File: src/rtl/parser_pkg.sv
// Shared parser/deparser definitions: header geometry, tag layout and the
// emitter's FSM state and FIFO entry types.
package parser_pkg;

   localparam int HEAD_WIDTH    = 512;
   localparam int TAG_WIDTH     = 16;
   localparam int TAG_START_BIT = 8;
   localparam int TAG_VALID_BIT = TAG_WIDTH - 1;
   localparam int HLEN_W        = 7;
   localparam int BEAT_WIDTH    = 128;

   typedef enum logic {EMIT_IDLE, EMIT_BUSY} emit_state_t;

   typedef struct packed {
      logic [HEAD_WIDTH-1:0] data;
      logic [HLEN_W-1:0]     len;
   } emit_entry_t;

endpackage

File: src/rtl/emit_fifo.sv
// Synchronous header FIFO for the deparser emitter; combinational read of the
// head entry, simultaneous push and pop allowed when full.
module emit_fifo
   import parser_pkg::*;
#(
   parameter int DEPTH = 4
) (
   input  logic        i_clk,
   input  logic        i_rst,
   input  logic        i_push,
   input  emit_entry_t i_entry,
   input  logic        i_pop,
   output emit_entry_t o_entry,
   output logic        o_full,
   output logic        o_empty
);

   localparam int PW = $clog2(DEPTH);

   logic [PW-1:0] rd_ptr;
   logic [PW-1:0] wr_ptr;
   logic [PW:0]   count;
   logic          do_push;
   logic          do_pop;
   emit_entry_t   mem [DEPTH];

   assign o_full  = (count == (PW+1)'(DEPTH));
   assign o_empty = (count == '0);
   assign do_pop  = i_pop && !o_empty;
   assign do_push = i_push && (!o_full || do_pop);
   assign o_entry = mem[rd_ptr];

   // NOTE: the storage array is deliberately not reset; count gates every read, so stale slots are never seen.
   always_ff @(posedge i_clk) begin
      if (do_push) mem[wr_ptr] <= i_entry;
   end

   // NOTE: sequential state uses non-blocking assignments so every register samples pre-edge values.
   always_ff @(posedge i_clk or posedge i_rst) begin
      if (i_rst) begin
         rd_ptr <= '0;
         wr_ptr <= '0;
         count  <= '0;
      end else begin
         if (do_push) wr_ptr <= wr_ptr + 1'b1;
         if (do_pop)  rd_ptr <= rd_ptr + 1'b1;
         case ({do_push, do_pop})
            2'b10:   count <= count + 1'b1;
            2'b01:   count <= count - 1'b1;
            default: count <= count;
         endcase
      end
   end

endmodule

File: src/rtl/deparser_emitter.sv
// Serialises rebuilt header words from the deparser into a valid/ready beat
// stream with SOP/EOP/keep, buffering headers against a stalling sink.
module deparser_emitter #(
   parameter int HEAD_WIDTH = parser_pkg::HEAD_WIDTH,
   parameter int TAG_WIDTH  = parser_pkg::TAG_WIDTH,
   parameter int BEAT_WIDTH = parser_pkg::BEAT_WIDTH,
   parameter int FIFO_DEPTH = 4
) (
   input  logic                            i_clk,
   input  logic                            i_rst,
   input  logic [HEAD_WIDTH+TAG_WIDTH-1:0] i_head,
   output logic [BEAT_WIDTH-1:0]           o_data,
   output logic [BEAT_WIDTH/8-1:0]         o_keep,
   output logic                            o_valid,
   output logic                            o_sop,
   output logic                            o_eop,
   input  logic                            i_ready,
   output logic [15:0]                     o_drop_cnt,
   output logic                            o_fifo_empty
);

   import parser_pkg::*;

   localparam int                KW         = BEAT_WIDTH / 8;
   localparam logic [HLEN_W-1:0] MAX_LEN    = HLEN_W'(HEAD_WIDTH / 8);
   localparam logic [HLEN_W-1:0] BEAT_BYTES = HLEN_W'(KW);

   function automatic logic [KW-1:0] eop_keep(input logic [HLEN_W-1:0] n);
      return ~({KW{1'b1}} >> n);
   endfunction

   logic              head_valid;
   logic [HLEN_W-1:0] raw_len;
   logic              tag_unused;
   logic              want_push;
   logic              push;
   logic              drop;
   logic              load;
   logic              accept;
   logic              fifo_full;
   logic              fifo_empty;
   emit_entry_t       push_entry;
   emit_entry_t       pop_entry;

   emit_state_t            state,      state_nxt;
   logic [HEAD_WIDTH-1:0]  sreg,       sreg_nxt;
   logic [HLEN_W-1:0]      beats_left, bl_nxt;
   logic [HLEN_W-1:0]      last_bytes, lb_nxt;
   logic                   valid_nxt,  sop_nxt, eop_nxt;
   logic [KW-1:0]          keep_nxt;

   assign head_valid = i_head[HEAD_WIDTH+TAG_WIDTH-1];
   assign raw_len    = i_head[HEAD_WIDTH +: HLEN_W];
   assign tag_unused = ^i_head[HEAD_WIDTH+TAG_WIDTH-2 : HEAD_WIDTH+HLEN_W];

   // A zero-length word is neither stored nor counted as a drop.
   assign want_push = head_valid && (raw_len != '0);
   assign push      = want_push && (!fifo_full || load);
   assign drop      = want_push && fifo_full && !load;
   assign accept    = o_valid && i_ready;

   always_comb begin
      push_entry.data = i_head[HEAD_WIDTH-1:0];
      push_entry.len  = (raw_len > MAX_LEN) ? MAX_LEN : raw_len;
   end

   emit_fifo #(.DEPTH(FIFO_DEPTH)) u_fifo (
      .i_clk   (i_clk),
      .i_rst   (i_rst),
      .i_push  (push),
      .i_entry (push_entry),
      .i_pop   (load),
      .o_entry (pop_entry),
      .o_full  (fifo_full),
      .o_empty (fifo_empty)
   );

   // NOTE: every signal written here gets a default first, so no path leaves one unassigned and no latch appears.
   always_comb begin
      state_nxt = state;
      sreg_nxt  = sreg;
      bl_nxt    = beats_left;
      lb_nxt    = last_bytes;
      valid_nxt = o_valid;
      sop_nxt   = o_sop;
      eop_nxt   = o_eop;
      keep_nxt  = o_keep;
      load      = 1'b0;

      case (state)
         EMIT_IDLE: load = !fifo_empty;
         EMIT_BUSY: begin
            if (accept) begin
               if (o_eop) begin
                  if (!fifo_empty) begin
                     load = 1'b1;
                  end else begin
                     state_nxt = EMIT_IDLE;
                     valid_nxt = 1'b0;
                     sop_nxt   = 1'b0;
                     eop_nxt   = 1'b0;
                     keep_nxt  = '0;
                  end
               end else begin
                  sreg_nxt = sreg << BEAT_WIDTH;
                  bl_nxt   = beats_left - 1'b1;
                  sop_nxt  = 1'b0;
                  eop_nxt  = (bl_nxt == '0);
                  keep_nxt = (bl_nxt == '0) ? eop_keep(last_bytes) : '1;
               end
            end
         end
         default: state_nxt = EMIT_IDLE;
      endcase

      // Pop straight into the shift register; also covers back-to-back headers.
      if (load) begin
         state_nxt = EMIT_BUSY;
         sreg_nxt  = pop_entry.data;
         bl_nxt    = (pop_entry.len - 1'b1) / BEAT_BYTES;
         lb_nxt    = pop_entry.len - bl_nxt * BEAT_BYTES;
         valid_nxt = 1'b1;
         sop_nxt   = 1'b1;
         eop_nxt   = (bl_nxt == '0);
         keep_nxt  = (bl_nxt == '0) ? eop_keep(lb_nxt) : '1;
      end
   end

   always_ff @(posedge i_clk or posedge i_rst) begin
      if (i_rst) begin
         state      <= EMIT_IDLE;
         sreg       <= '0;
         beats_left <= '0;
         last_bytes <= '0;
         o_valid    <= 1'b0;
         o_sop      <= 1'b0;
         o_eop      <= 1'b0;
         o_keep     <= '0;
      end else begin
         state      <= state_nxt;
         sreg       <= sreg_nxt;
         beats_left <= bl_nxt;
         last_bytes <= lb_nxt;
         o_valid    <= valid_nxt;
         o_sop      <= sop_nxt;
         o_eop      <= eop_nxt;
         o_keep     <= keep_nxt;
      end
   end

   always_ff @(posedge i_clk or posedge i_rst) begin
      if (i_rst) begin
         o_drop_cnt <= '0;
      end else if (drop && (o_drop_cnt != 16'hFFFF)) begin
         o_drop_cnt <= o_drop_cnt + 1'b1;
      end
   end

   assign o_data       = sreg[HEAD_WIDTH-1 -: BEAT_WIDTH];
   assign o_fifo_empty = fifo_empty;

endmodule

File: config.mk
export PLATFORM = sky130hd
export DESIGN_NAME = deparser_emitter
export DESIGN_NICKNAME = d
export VERILOG_FILES = /design/src/rtl/parser_pkg.sv /design/src/rtl/emit_fifo.sv /design/src/rtl/deparser_emitter.sv
export SDC_FILE = /design/constraint.sdc
export NUM_CORES = 2
export LEC_CHECK = 0
export CORE_ASPECT_RATIO = 1.5
export CORE_MARGIN = 3
export CORE_UTILIZATION = 58
export CTS_CLUSTER_DIAMETER = 80
export DETAILED_ROUTE_END_ITERATION = 12
export PLACE_DENSITY_LB_ADDON = 0.25
export SLEW_MARGIN = 20
export SYNTH_ARGS = -nofsm -noshare
export SYNTH_HDL_FRONTEND = slang
export SYNTH_SLANG_ARGS = --single-unit
File: constraint.sdc
create_clock -name i_clk -period 28 [get_ports i_clk]
set_clock_uncertainty 0.15 [all_clocks]
set_input_delay 5.6 -clock i_clk [delete_from_list [all_inputs] [get_ports i_clk]]
set_output_delay 5.6 -clock i_clk [all_outputs]
set_load 0.01 [all_outputs]
==> metrics.csv <==
stage,metric,value,unit
outcome,status,completed,
yosys,ys_warn_count,0,
power_and_ir_drop,peakVddDrop,0.0000914,V
clock_tree,ctsHoldBuffers,0,
clock_tree,cts_setup_buffers,0,
critical_path,critPathMaxFanout,59,
clock_tree,clk_latency,0.86,ns
cells_and_area,syn_to_final_growth,16.3,%
timing,tns,0,ns
critical_path,path_class,in -> reg,
timing,finalHoldViolCount,0,
clock_tree,cts.clk_slew.worst_paths,0.07,ns
critical_path,critPathLaunchType,input pin,
timing,fmax,95.8,MHz
timing,period_needed,10.44,ns
global_routing,grt_max_degree,172,
floorplanning,chipHeight,513,um
yosys,synthesis.instances,5248,
yosys,synth_fa_ha_area_frac,0.00133,
global_routing,grt_overflow,0,
critical_path,crit_path_end_kind,register,
power_and_ir_drop,pwr-share-comb,0.223,
critical_path,crit_family,buffers and inverters,
cells_and_area,drive_gt1_frac,0.162,
yosys,synth-seq-cells,2645,
power_and_ir_drop,seqPwrFrac,0.489,
power_and_ir_drop,clkPwrFrac,0.288,
yosys,synth.net_count,5789,
detailed_routing,dr.first_iter.drc_count,4850,
clock_tree,cts-htree-levels,4,
timing,slew_violations,0,
clock_tree,cts_buffers,228,
detailed_routing,ant_nets,0,
cells_and_area,fin_nets,6342,
yosys,synthArstFlopShare,0.215,
detailed_routing,first_pass_iters,6,
clock_tree,cts_max_path_buffers,3,
detailed_routing,wl_per_cell,27.0,um
detailed_routing,route.detailed.drc,0,
yosys,synth-xor-area-share,0.00238,
timing,min_period_over_period,0.373,
global_routing,grt_pass1_wl,338,mm
flow_run,drv_cap,0,
critical_path,crit_top_cell,buf_4,
yosys,syn_avg_cell_area,19.0,sq um
timing,rsz0062_at_grt,no,
power_and_ir_drop,p_leak,40.8,nW
floorplanning,dieArea,0.177,sq mm
yosys,synth_compound_area_frac,0.0459,
yosys,yosysUniqueCellTypes,66,
critical_path,crit_arrival,10.77,ns
clock_tree,cts_tree,yes,
yosys,yosys.area.top_type,edfxtp_1,
yosys,ys.flop_type,edfxtp_1,
floorplanning,die_w,344,um
critical_path,cp.required,28.33,ns
yosys,synth-simple-area-share,0.0373,
yosys,synthTopCellsByArea,"edfxtp_1 (63%), dfrtp_1 (14%), mux4_2 (12%), nand2_1 (2.8%), a22oi_1 (1.7%)",
detailed_routing,via_per_inst,6.14,
cells_and_area,layout_commonest_cell,edfxtp_1,
floorplanning,ioPinCount,695,
timing,slew_headroom,0.141,
placed_design,hpwl,128,mm
timing,hold_slack,0.282,ns
yosys,seq_area_frac_synth,0.770,
critical_path,cp_slowest_cell,and2_4,
critical_path,path_buf_inv,4,
detailed_routing,via_count,51000,
floorplanning,row_count,185,
placed_design,io_buffers,686,
yosys,synth_edf_count,2076,
detailed_routing,routed_wl,225,mm
clock_tree,cts.sinks,2645,
global_routing,antenna_found_initial,92,
yosys,synth_top_family_by_area,multiplexers,
yosys,synth.top_cell.area_share,0.627,
timing,worst_pin_slew,1.29,ns
power_and_ir_drop,internal-power,0.00809,W
cells_and_area,final_cell_mix,"edfxtp_1 (2076), nand2_1 (742), clkdlybuf4s50_1 (686)",
clock_tree,cts_root_buf,clkbuf_16,
global_routing,grtUsageTotal,0.256,
placed_design,gp_congestion,0.778,
yosys,synthesis.area,0.0995,sq mm
critical_path,path_cells,clkdlybuf4s50_1 -> or4_1 -> o41ai_4 -> nor2b_1 -> and2_4 -> buf_4 -> buf_4 -> buf_4,
floorplanning,core_area,0.170,sq mm
power_and_ir_drop,p_sw,0.00313,W
worst_hold_path,worstHoldPathType,reg -> reg,
critical_path,cpPeakStageDelay,0.89,ns
power_and_ir_drop,swShare,0.279,
power_and_ir_drop,powerDensity,97.0,mW/mm^2
floorplanning,initial_utilization,0.586,
yosys,synthMuxAreaShare,0.118,
timing,setup_viol,0,
global_routing,first_global_vias,53300,
clock_tree,cts-resized-gates,0,
[through the flow]
step / utilization / area (sq um) / total power, W / std cells / setup WS, ns
2_1_floorplan: - / 99500 / 0.00761 / 5248 / 6.33
3_3_place_gp: 0.634 / 108000 / 0.00802 / 7814 / 16.59
3_5_place_dp: 0.634 / 108000 / 0.00810 / 7814 / 16.63
4_1_cts: 0.680 / 115000 / 0.0113 / 8250 / 17.54
5_1_grt: 0.680 / 116000 / 0.0117 / 8274 / 17.26
6_report: 0.681 / 116000 / 0.0112 / 8314 / 17.56
[state kept, by name, summed over array words and instances, names as in the netlist]
register       count
u_fifo.mem      2076
sreg             512
o_drop_cnt        16
o_keep            16
beats_left         7
last_bytes         7
u_fifo.count       3
u_fifo.rd_ptr      2
u_fifo.wr_ptr      2
o_eop              1
o_sop              1
o_valid            1
state              1
[cells in the mapped netlist, types with 18 or more instances]
cell type / count
inv_1: 80
buf_2: 65
a22o_1: 104
xnor2_1: 22
dfrtp_1: 569
nand2_1: 742
buf_1: 18
clkbuf_1: 219
o21ai_0: 48
a31oi_1: 101
a222oi_1: 68
edfxtp_1: 2076
nor2_1: 112
mux4_2: 519
buf_4: 129
a22oi_1: 221
[worst register-to-register path: stages (launching register included)]
cell	delay [ns]
dfrtp_1	0.52
nand3_1	0.33
nand4_1	0.38
nor2b_1	0.51
and2_4	0.89
buf_4	0.75
buf_4	0.82
buf_4	0.92
[power groups by stage]
stage               Combinational [W]  Clock (W)  Sequential, W
floorplan                     0.00182          0        0.00579
global placement              0.00251          0        0.00550
detailed placement            0.00254          0        0.00556
CTS                           0.00256    0.00329        0.00549
global route                  0.00271    0.00344        0.00556
finish                        0.00251    0.00323        0.00549
[logic make-up (layout without fill, tap and decap cells)]
| family | count (synthesis) | in the layout |
|---|---|---|
| compound gates | 600 | 600 |
| xor+xnor | 27 | 27 |
| fa+ha+maj | 10 | 10 |
| buf+inv | 515 | 1274 |
| flops | 2645 | 2645 |
| mux | 523 | 523 |
| other cells | 0 | 63 |
| simple gates | 928 | 928 |
[metal layers]
| layer | routed length [um] | global-route usage | part of all wire | vias up |
|---|---|---|---|---|
| met4 | 4410 | 0.0709 | 0.020 | 68 |
| met5 | 455 | 0 | 0.0020 | - |
| met2 | 110000 | 0.404 | 0.49 | 1867 |
| met1 | 88800 | 0.360 | 0.40 | 27000 |
| li1 | - | - | - | 21800 |
| met3 | 20800 | 0.0684 | 0.092 | 325 |
[final timing paths]
check / to / cells past startpoint / start / slack, ns
max: u_fifo.mem[0][410] / 8 / i_head[518] / 17.56
min: sreg[131] / 2 / sreg[3] / 0.28
max reg2reg: u_fifo.mem[0][410] / 7 / o_eop / 22.35
min reg2reg: sreg[131] / 2 / sreg[3] / 0.28
max in group asynchronous: sreg[426] / 5 / i_rst / 19.49
min in group asynchronous: sreg[328] / 2 / i_rst / 5.07
[cell type report]
class                      count  area, sq um
multi-input combinational   2088        20400
tap                         2244         2810
fill                       10800        54200
clock inverter               110         1340
sequential                  2645        76600
timing repair buffer         757         7560
clock buffer                 326         6460
inverter                      81          319
antenna                       63          158
(Power assumes the default switching activity.)
